[src/rtl/async_fifo_pkg.sv]
// Shared types and constants for the async FIFO write-side arbiter.
//   WIDTH_DEFAULT : default FIFO data width
//   ERR_CNT_W     : width of the saturating write-error counter
//   state_t       : arbiter FSM state encoding
package async_fifo_pkg;

    localparam int unsigned WIDTH_DEFAULT = 8;
    localparam int unsigned ERR_CNT_W     = 16;

    typedef enum logic [0:0] {
        IDLE  = 1'b0,
        GRANT = 1'b1
    } state_t;

endpackage

[src/rtl/async_fifo_wr_arbiter_rr_picker.sv]
// Combinational round-robin picker: selects the first set request at or
// above ptr, wrapping modulo NUM_REQ.
//   req   : request vector
//   ptr   : search start index
//   win_c : one-hot winner (zero when no request)
//   any_c : at least one request is set
module rr_picker #(
    parameter int unsigned NUM_REQ = 4,
    parameter int unsigned PTR_W   = $clog2(NUM_REQ)
) (
    input  logic [NUM_REQ-1:0] req,
    input  logic [PTR_W-1:0]   ptr,
    output logic [NUM_REQ-1:0] win_c,
    output logic               any_c
);

    logic [PTR_W-1:0] idx;
    logic             found;

    // Rotating priority search starting at ptr.
    always_comb begin
        win_c = '0;
        any_c = |req;
        found = 1'b0;
        idx   = '0;
        for (int unsigned i = 0; i < NUM_REQ; i++) begin
            idx = PTR_W'((32'(ptr) + i) % NUM_REQ);
            if (!found && req[idx]) begin
                win_c[idx] = 1'b1;
                found      = 1'b1;
            end
        end
    end

endmodule

[src/rtl/async_fifo_wr_arbiter.sv]
// Write-side arbiter sharing one FIFO write port among NUM_REQ requesters.
// Round-robin with packet locking; a grant is released on the owner's last
// beat or after MAX_BURST beats (forced release, flagged by burst_trunc_o).
//   wr_clk_i, rst_i        : write clock, async active-high reset
//   req_valid_i/last_i/data_i, req_ready_o : requester handshakes
//   fifo_full_i, fifo_wr_error_i           : FIFO status
//   fifo_wr_en_o, fifo_wdata_o             : FIFO write port (combinational)
//   grant_o        : one-hot owner, zero when idle
//   burst_trunc_o  : one-cycle pulse after a forced release
//   err_cnt_o      : saturating count of write-error cycles
module async_fifo_wr_arbiter
    import async_fifo_pkg::*;
#(
    parameter int unsigned WIDTH     = WIDTH_DEFAULT,
    parameter int unsigned NUM_REQ   = 4,
    parameter int unsigned MAX_BURST = 16
) (
    input  logic                     wr_clk_i,
    input  logic                     rst_i,
    input  logic [NUM_REQ-1:0]       req_valid_i,
    input  logic [NUM_REQ-1:0]       req_last_i,
    input  logic [NUM_REQ*WIDTH-1:0] req_data_i,
    output logic [NUM_REQ-1:0]       req_ready_o,
    input  logic                     fifo_full_i,
    input  logic                     fifo_wr_error_i,
    output logic                     fifo_wr_en_o,
    output logic [WIDTH-1:0]         fifo_wdata_o,
    output logic [NUM_REQ-1:0]       grant_o,
    output logic                     burst_trunc_o,
    output logic [ERR_CNT_W-1:0]     err_cnt_o
);

    localparam int unsigned PTR_W = $clog2(NUM_REQ);
    localparam int unsigned CNT_W = $clog2(MAX_BURST + 1);

    state_t             state, state_next;
    logic [NUM_REQ-1:0] grant_next;
    logic [PTR_W-1:0]   rr_ptr, rr_ptr_next;
    logic [CNT_W-1:0]   beat_cnt, beat_cnt_next, cnt_inc;
    logic               trunc_next;

    logic [NUM_REQ-1:0] win_c;
    logic               any_c;
    logic [PTR_W-1:0]   owner_idx;
    logic               owner_valid, owner_last, beat_c;

    rr_picker #(
        .NUM_REQ (NUM_REQ),
        .PTR_W   (PTR_W)
    ) u_picker (
        .req   (req_valid_i),
        .ptr   (rr_ptr),
        .win_c (win_c),
        .any_c (any_c)
    );

    // State register plus arbitration bookkeeping.
    always_ff @(posedge wr_clk_i or posedge rst_i) begin
        if (rst_i) begin
            state         <= IDLE;
            grant_o       <= '0;
            rr_ptr        <= '0;
            beat_cnt      <= '0;
            burst_trunc_o <= 1'b0;
        end else begin
            state         <= state_next;
            grant_o       <= grant_next;
            rr_ptr        <= rr_ptr_next;
            beat_cnt      <= beat_cnt_next;
            burst_trunc_o <= trunc_next;
        end
    end

    // Next-state: arbitrate in IDLE, count beats and release in GRANT.
    always_comb begin
        state_next    = state;
        grant_next    = grant_o;
        rr_ptr_next   = rr_ptr;
        beat_cnt_next = beat_cnt;
        trunc_next    = 1'b0;
        cnt_inc       = beat_cnt + CNT_W'(1);
        case (state)
            IDLE: begin
                if (any_c) begin
                    grant_next = win_c;
                    state_next = GRANT;
                end
            end
            GRANT: begin
                if (beat_c) begin
                    if (owner_last || (cnt_inc == CNT_W'(MAX_BURST))) begin
                        state_next    = IDLE;
                        grant_next    = '0;
                        beat_cnt_next = '0;
                        rr_ptr_next   = (owner_idx == PTR_W'(NUM_REQ - 1)) ?
                                        '0 : owner_idx + PTR_W'(1);
                        // Last beat wins over the burst limit.
                        trunc_next    = ~owner_last;
                    end else begin
                        beat_cnt_next = cnt_inc;
                    end
                end
            end
            default: state_next = IDLE;
        endcase
    end

    // Outputs: zero-latency mux of the owner onto the FIFO write port.
    always_comb begin
        owner_idx    = '0;
        owner_valid  = 1'b0;
        owner_last   = 1'b0;
        fifo_wdata_o = '0;
        for (int unsigned k = 0; k < NUM_REQ; k++) begin
            if (grant_o[k]) begin
                owner_idx    = PTR_W'(k);
                owner_valid  = req_valid_i[k];
                owner_last   = req_last_i[k];
                fifo_wdata_o = req_data_i[k*WIDTH +: WIDTH];
            end
        end
        beat_c       = owner_valid & ~fifo_full_i;
        req_ready_o  = grant_o & {NUM_REQ{~fifo_full_i}};
        fifo_wr_en_o = beat_c;
    end

    // Saturating write-error counter; cleared only by reset.
    always_ff @(posedge wr_clk_i or posedge rst_i) begin
        if (rst_i) begin
            err_cnt_o <= '0;
        end else if (fifo_wr_error_i && (err_cnt_o != '1)) begin
            err_cnt_o <= err_cnt_o + ERR_CNT_W'(1);
        end
    end

endmodule

[config.mk]
export PLATFORM = sky130hd
export DESIGN_NAME = async_fifo_wr_arbiter
export DESIGN_NICKNAME = d
export VERILOG_FILES = /design/src/rtl/async_fifo_pkg.sv /design/src/rtl/async_fifo_wr_arbiter_rr_picker.sv /design/src/rtl/async_fifo_wr_arbiter.sv
export SDC_FILE = /design/constraint.sdc
export NUM_CORES = 1
export LEC_CHECK = 0
export CELL_PAD_IN_SITES_DETAIL_PLACEMENT = 1
export CELL_PAD_IN_SITES_GLOBAL_PLACEMENT = 1
export CORE_UTILIZATION = 35
export DETAILED_ROUTE_END_ITERATION = 7
export HOLD_SLACK_MARGIN = 0.05
export PLACE_DENSITY = 0.95
export SETUP_SLACK_MARGIN = 0.2
export SYNTH_ARGS = -nofsm -noshare
export SYNTH_HDL_FRONTEND = slang
export SYNTH_SLANG_ARGS = --single-unit
[constraint.sdc]
create_clock -name wr_clk_i -period 6.34 [get_ports wr_clk_i]
set_input_delay 0.951 -clock wr_clk_i [delete_from_list [all_inputs] [get_ports wr_clk_i]]
set_output_delay 0.951 -clock wr_clk_i [all_outputs]
set_load 0.02 [all_outputs]
# After elaboration in Yosys (flattened, before gate mapping)
# Index checks and enable logic that the tools add are counted.
classes:
  addsub: 6
  magnitude_cmp: 8
  eq_ne: 6
  n_mux: 51
  n_bitwise: 8
  reduce_logical: 16
ops:
  columns: ["op", "n"]
  rows:
  - ["$mux W8", 4]
  - ["$mux W4", 7]
  - ["$mux W1", 26]
  - ["$add A16 B1 Y16 const B", 1]
  - ["$ne A16 B16 Y1 const B", 1]
  - ["$lt A2 B3 Y1 const B", 4]
  - ["$or A4 B4 Y4", 3]
  - ["$bmux W1 S2", 4]
  - ["$demux W1 S2", 4]
  - ["$ge A2 B1 Y1 const B", 4]
  - ["$logic_and A1 B1 Y1", 8]
  - ["$pmux W4 S2", 1]
  - ["$mux W2", 3]
  - ["$reduce_and A3 Y1", 2]
  - ["$add A5 B1 Y5 const B", 1]
  - ["$eq A5 B5 Y1 const B", 1]
  - ["$mux W5", 1]
  - ["$add A2 B1 Y2 const B", 2]
  - ["$add A2 B2 Y2 const B", 2]
  - ["$and A4 B4 Y4", 1]
  - ["$ne A2 B2 Y1 const B", 2]
  - ["$reduce_or A4 Y1", 1]
  - ["$logic_not A1 Y1", 3]
  - ["$not A1 Y1", 3]
  - ["6 further kinds", 6]
word_totals:
  reg_bits: 29
  out_inout_bits: 34
  elab_cells: 101

# Depth between registers and ports, before layout
logic_depth:
  word_depth: 14
  ltp_mapped: 8

# Hierarchy
# Synthesis repeated with hierarchy kept, for this count alone.
unflattened:
  cells_unflattened: 226
  hier_area_um2: 2074.5
by_module_without_submodules:
  columns: ["module", "instances", "cells_each", "area_each_um2"]
  rows:
  - ["async_fifo_wr_arbiter", 1, 189, 1729.2]
  - ["rr_picker", 1, 37, 345.3]

# Worst setup path after synthesis
# Ideal clock, no wire load.
synth_timing:
  path_kind: "input port to output port"
  start: "in req_valid_i[2]"
  end: "out fifo_wr_en_o"
  arrival_ns: 1.693
  required_time_ns: 5.389
  path_slack_ns: 3.696
  cell_stages: 3
  n_path_buf: 1
  cell_sequence: "buf_2 -> a21oi_1 -> a311oi_2"
synth_between:
  elab_chain_len: 3
synth_rtl:
  columns: ["item", "line", "text"]
  rows:
  - ["start, declared", "async_fifo_wr_arbiter.sv:20", "input logic [NUM_REQ-1:0] req_valid_i,"]
  - ["$mux W1 (2 in series)", "async_fifo_wr_arbiter.sv:115", "if (grant_o[k]) begin"]
  - ["$and A1 B1 Y1", "async_fifo_wr_arbiter.sv:122", "beat_c = owner_valid & ~fifo_full_i;"]
  - ["end, declared", "async_fifo_wr_arbiter.sv:26", "output logic fifo_wr_en_o,"]
# No other way between the ends.

# Final worst setup path
# Ends and elaborated chain as after synthesis.

==> results.md <==
* Outcome: completed
* Die ar. at 6323 sq um
* CP Capture Type: primary output
* H-tree Lvls at 2
* Crit path required time at 5.39 ns
* Crit path arrival time at 2.77 ns
* Minimum clock period at 3.718 ns
* Final worst slack at 2.622 ns
* Tcrit/Tclk final at 0.5864
* Final core occ at 0.5265
* CTS tree: done
* Area of the core at 5642 sq um
* Post-route ant nets at 0
* Worst-path clk slew at 0.06 ns
* # diodes at 0
* Pins Over Slew Limit at 0
* I/O Buffers at 77
* CP Buf/Inv Count at 2
* Die X at 79.52 microns
* Unrepaired setup endpoints after global routing: false
* Synthesized area at 2103 sq um
* Reg2Reg Launch Point: rr_ptr[0]
* Rel. slew slack at 0.2722
* Clock Skews at 0.003962 ns
* CTS Root Cell: clkbuf_8
* Post-CTS resize count at 0
* Worst Setup Path Type: primary input to primary output
* I/O pin count at 78
* Row count at 27
* First-pass GRT wire length at 10630 microns
* Most frequent cells in the layout: clkdlybuf4s50_1, dfrtp_1, o21ai_0
* Initial core utilization at 0.3728
* Overall routing resource usage at 0.2115
* WHS at 0.5169 ns
* Final hold vios at 0
* Vias in the first global route at 2328
* Setup Buffers After CTS at 0
* DRT Pass-1 Iters at 4
* Setup violations, final at 0
* Initial antenna violation count at 0
* DR DRC count at 0
* Worst skew pair latency at 0.28 ns
* Final nets at 366
* Drt via density at 5.699
* Largest net degree at the start of global routing at 30
* Critical path's largest stage delay at 0.68 ns
* Setup crit start kind: primary input
* Routed via count at 2200
* CP max FO at 9
* Place WS at 2.616 ns
* Seq cells post-synth at 29
* Hpwl dp at 5053 microns
* CTS max path bufs at 2
* Hold depth at 1
* Fmax at 269.0 MHz
* Leakage power at 1.234 nW
* Worst-Margin Slew at 1.091 ns
* Reg2Reg Depth at 7
* Die height at 79.52 microns
* Cell Area, Placed at 2890 sq um
* Warnings, synthesis at 0
* Overflow after GRT at 0
* Power density over the cells at 381.8 nW/um^2
* Layout cell share with drive strength beyond 1 at 0.03503
* Hold endpoint: err_cnt_o[15]
* Post-synthesis cell type count at 45
* Commonest non-fill, non-tap cell in the layout: clkdlybuf4s50_1
* Crit path cell chain: clkdlybuf4s50_1 > a21oi_1 > a311oi_2 > clkdlybuf4s50_1
* Clock sink count at 29
* Max-cap violations at 0
* Total Negative Setup Slacks at 0 ns
* Most Frequent Cell on Critical Path: clkdlybuf4s50_1
* # hold bufs at CTS at 0
* Mapped Cells at 243
* Post-synth EDFFs at 0
* GP Congestion at 0.9011
* Slowest-stage cell, CP: clkdlybuf4s50_1
* Routed WL at 6644 microns
* Iteration-0 DRC Markers at 129
* Syn nets at 296
* Seq/Total Area, Yosys at 0.3450
* Worst Hold Launch: err_cnt_o[15]
* Layout area overhead at 41.23%
* Routed len/inst at 17.21 microns
* Peak VDD IR at 208.9 uV
* Main synth FF type: dfrtp_1
* Crit path max-delay family: buffers and inverters
* Post-Synthesis Mean Instance Area at 8.655 sq um
* Hold WC Path Type: flop to flop
* R2r endpoint: grant_o[2]
* Synth async-reset ratio at 1.000
* R2r setup slk at 3.83 ns
* Fin area at 2970 sq um
* Total CTS buffers at 5
metrics by stage:
stage | std cells | power, mW
floorplan | 243 | 0.7369
global placement | 378 | 0.9573
detailed placement | 378 | 0.9943
CTS | 386 | 1.142
global route | 386 | 1.214
finish | 386 | 1.134
where the power goes:
part / total [mW] / leakage (nW) / switching, mW / internal (mW)
Clock: 0.143 / 0.0395 / 0.0657 / 0.0777
Combinational: 0.630 / 0.820 / 0.324 / 0.305
Sequential: 0.361 / 0.375 / 0.124 / 0.236
cell families (layout without fill, tap and decap cells):
group           Yosys count  in the layout  synth area share
compound gates           74             74            0.2368
xor+xnor                 13             13           0.05413
fa+ha+maj                 9              9           0.05354
buf+inv                  19             90           0.04402
flops                    29             29            0.3450
mux                       7              7           0.03629
simple gates             92             92            0.2302
metal layers:
layer,routed length [microns],track usage,vias to the layer above
met2,3269,0.3897,82
met5,0,0,-
li1,-,-,1033
met3,447,0.04800,19
met1,2738,0.2287,1066
met4,189,0.09091,0
synth_stat cells (6+ instances only):
| library cell | number | area share |
|---|---|---|
| dfrtp_1 | 29 | 0.35 |
| o21ai_0 | 28 | 0.067 |
| nand2_1 | 27 | 0.048 |
| nor2_1 | 14 | 0.025 |
| a21oi_1 | 12 | 0.029 |
| nand3_1 | 11 | 0.026 |
| xnor2_1 | 10 | 0.042 |
| a221o_1 | 9 | 0.043 |
| ha_1 | 9 | 0.054 |
| clkbuf_1 | 7 | 0.012 |
| nand4_1 | 6 | 0.018 |
| nor2b_1 | 6 | 0.018 |
flip-flops by register name, indices dropped and copies added (netlist names):
| register | flops |
|---|---|
| grant_o | 4 |
| err_cnt_o | 16 |
| burst_trunc_o | 1 |
| rr_ptr | 2 |
| beat_cnt | 5 |
| state | 1 |
final cells by class:
| cell class | instances | area, sq um |
|---|---|---|
| fillers | 641 | 2671 |
| multi-input cells | 195 | 1285 |
| repair buffers | 77 | 770.7 |
| flip-flops and latches | 29 | 725.7 |
| well taps | 72 | 90.09 |
| clock buffers | 8 | 80.08 |
| inverters | 5 | 18.77 |
worst max-delay path by stage:
stage | startpoint | to | slack (ns) | cells after the start
final | req_valid_i[2] | fifo_wr_en_o | 2.62 | 4
after global routing | req_valid_i[2] | fifo_wr_en_o | 2.54 | 4
after CTS | req_valid_i[2] | fifo_wr_en_o | 2.62 | 4
after detailed placement | req_valid_i[2] | fifo_wr_en_o | 2.62 | 4
after global placement | req_valid_i[1] | fifo_wr_en_o | 2.66 | 4
after floorplan | req_valid_i[2] | fifo_wr_en_o | 3.70 | 3
Note: power is estimated with default switching activity, not from simulation.
==> variant (same flow settings) <==
`ERR_CNT_W`: 16 -> 32.
--- a/src/rtl/async_fifo_pkg.sv
+++ b/src/rtl/async_fifo_pkg.sv
@@ -5,7 +5,7 @@
 package async_fifo_pkg;
 
     localparam int unsigned WIDTH_DEFAULT = 8;
-    localparam int unsigned ERR_CNT_W     = 16;
+    localparam int unsigned ERR_CNT_W     = 32;
 
     typedef enum logic [0:0] {
         IDLE  = 1'b0,
Interface: changed (resized err_cnt_o); port bits go from 78 to 94. No check against the original RTL was run, so the function may have changed too.
==> variant against the original RTL <==
  * Clock skew increased by 0.0015 ns
  * Design area increased by 32%
  * Wire length increased by 24%
  * Combinational power decreased by 75%
  * Count of clock-buffer cells in the layout decreased by 1
  * Total power decreased by 41%
  * Sequential share of layout area increased by 4.2 points
  * Core utilization decreased by 2.1 points
  * Area after synthesis increased by 34%
  * Synthesized cell count increased by 23%
  * Worst setup slack got worse by 0.22 ns
  * Sequential cell count increased by 16
  * Critical endpoint unchanged
  * Largest power group is now registers
  * Highest routed layer unchanged
==> variant: results (changes against the original RTL) <==
Buffers, non-clock=94 (+22%); port bufs=93 (+21%); vias in the first global route=2889 (+24%); worst r2r src=grant_o[2]$_DFFE_PP0P_; crit path from=req_valid_i[0]; Initial DRC Count=47 (-64%); Sw Share=0.2883 (-0.1654); r2r setup slk=3.65 ns (-0.18 ns); inverters=11 (+6); pin count of the biggest net entering global routing=46 (+53%); fill cell count=876 (+37%); fraction of cell area in non-clock buffers=0.2389 (-0.02055); top cells by area, synth=dfrtp_1 40%, xor2_1 5.6%, nand2_1 5.1%; slowest stage delay, CP=0.59 ns (-0.09 ns); Clock Skew=0.005443 ns (+0.001481 ns); depth of the most critical reg-to-reg path=5 (-2); Final HPWL DP=6501 µm (+29%); Peak supply drop=0.07155 mV (-66%); vias after detailed routing=2707 (+23%); Clock Sinks=45 (+55%); GRT Total Usage=0.2031 (-0.008472); Clock-cell share=0.02198 (-0.004977); Placed Cells=483 (+28%); routability cong.=0.8334 (-7.5%); share of post-route cells with drive strength above 1=0.04639 (+0.01136); clock buf count=7 (-1); Seq/Total Area, Yosys=0.3988 (+0.05373); status=finished clean; clock slew at reported path FFs=0.08 ns (+0.02 ns); Synthesized Nets=351 (+19%); post-synthesis xor/xnor area fraction=0.09615 (+0.04201); largest registers=err_cnt_o x32, beat_cnt x5, grant_o x4; Layout Nets=441 (+20%)
[variant: power by group through the flow]
stage	registers [µW]	clock network (µW)	logic [µW]
after global routing	341	197	170
after CTS	338	184	159
after detailed placement	343	0	158
final	337	178	157
after global placement	342	0	152
after floorplan	363	0	47.0
[variant: layer usage]
metal | up-vias | GRT usage | share of wire
met3 | 12 | 0.04892 | 0.065
met4 | 0 | 0.05339 | 0.017
met2 | 101 | 0.3772 | 0.52
met5 | - | 0 | 0
met1 | 1332 | 0.2317 | 0.40
li1 | 1262 | - | -
[variant: through the flow]
stage	worst slack [ns]	utilization	instance area, µm²	power, µW	hold slack [ns]
6_report	2.398	0.5056	3928	671.9	0.5210
5_1_grt	2.320	0.5056	3928	708.6	0.5324
4_1_cts	2.376	0.5056	3928	680.9	0.5208
3_5_place_dp	2.373	0.4945	3841	501.3	0.5059
3_3_place_gp	2.472	0.4945	3841	493.8	0.4805
2_1_floorplan	3.637	-	2824	410.2	0.4929
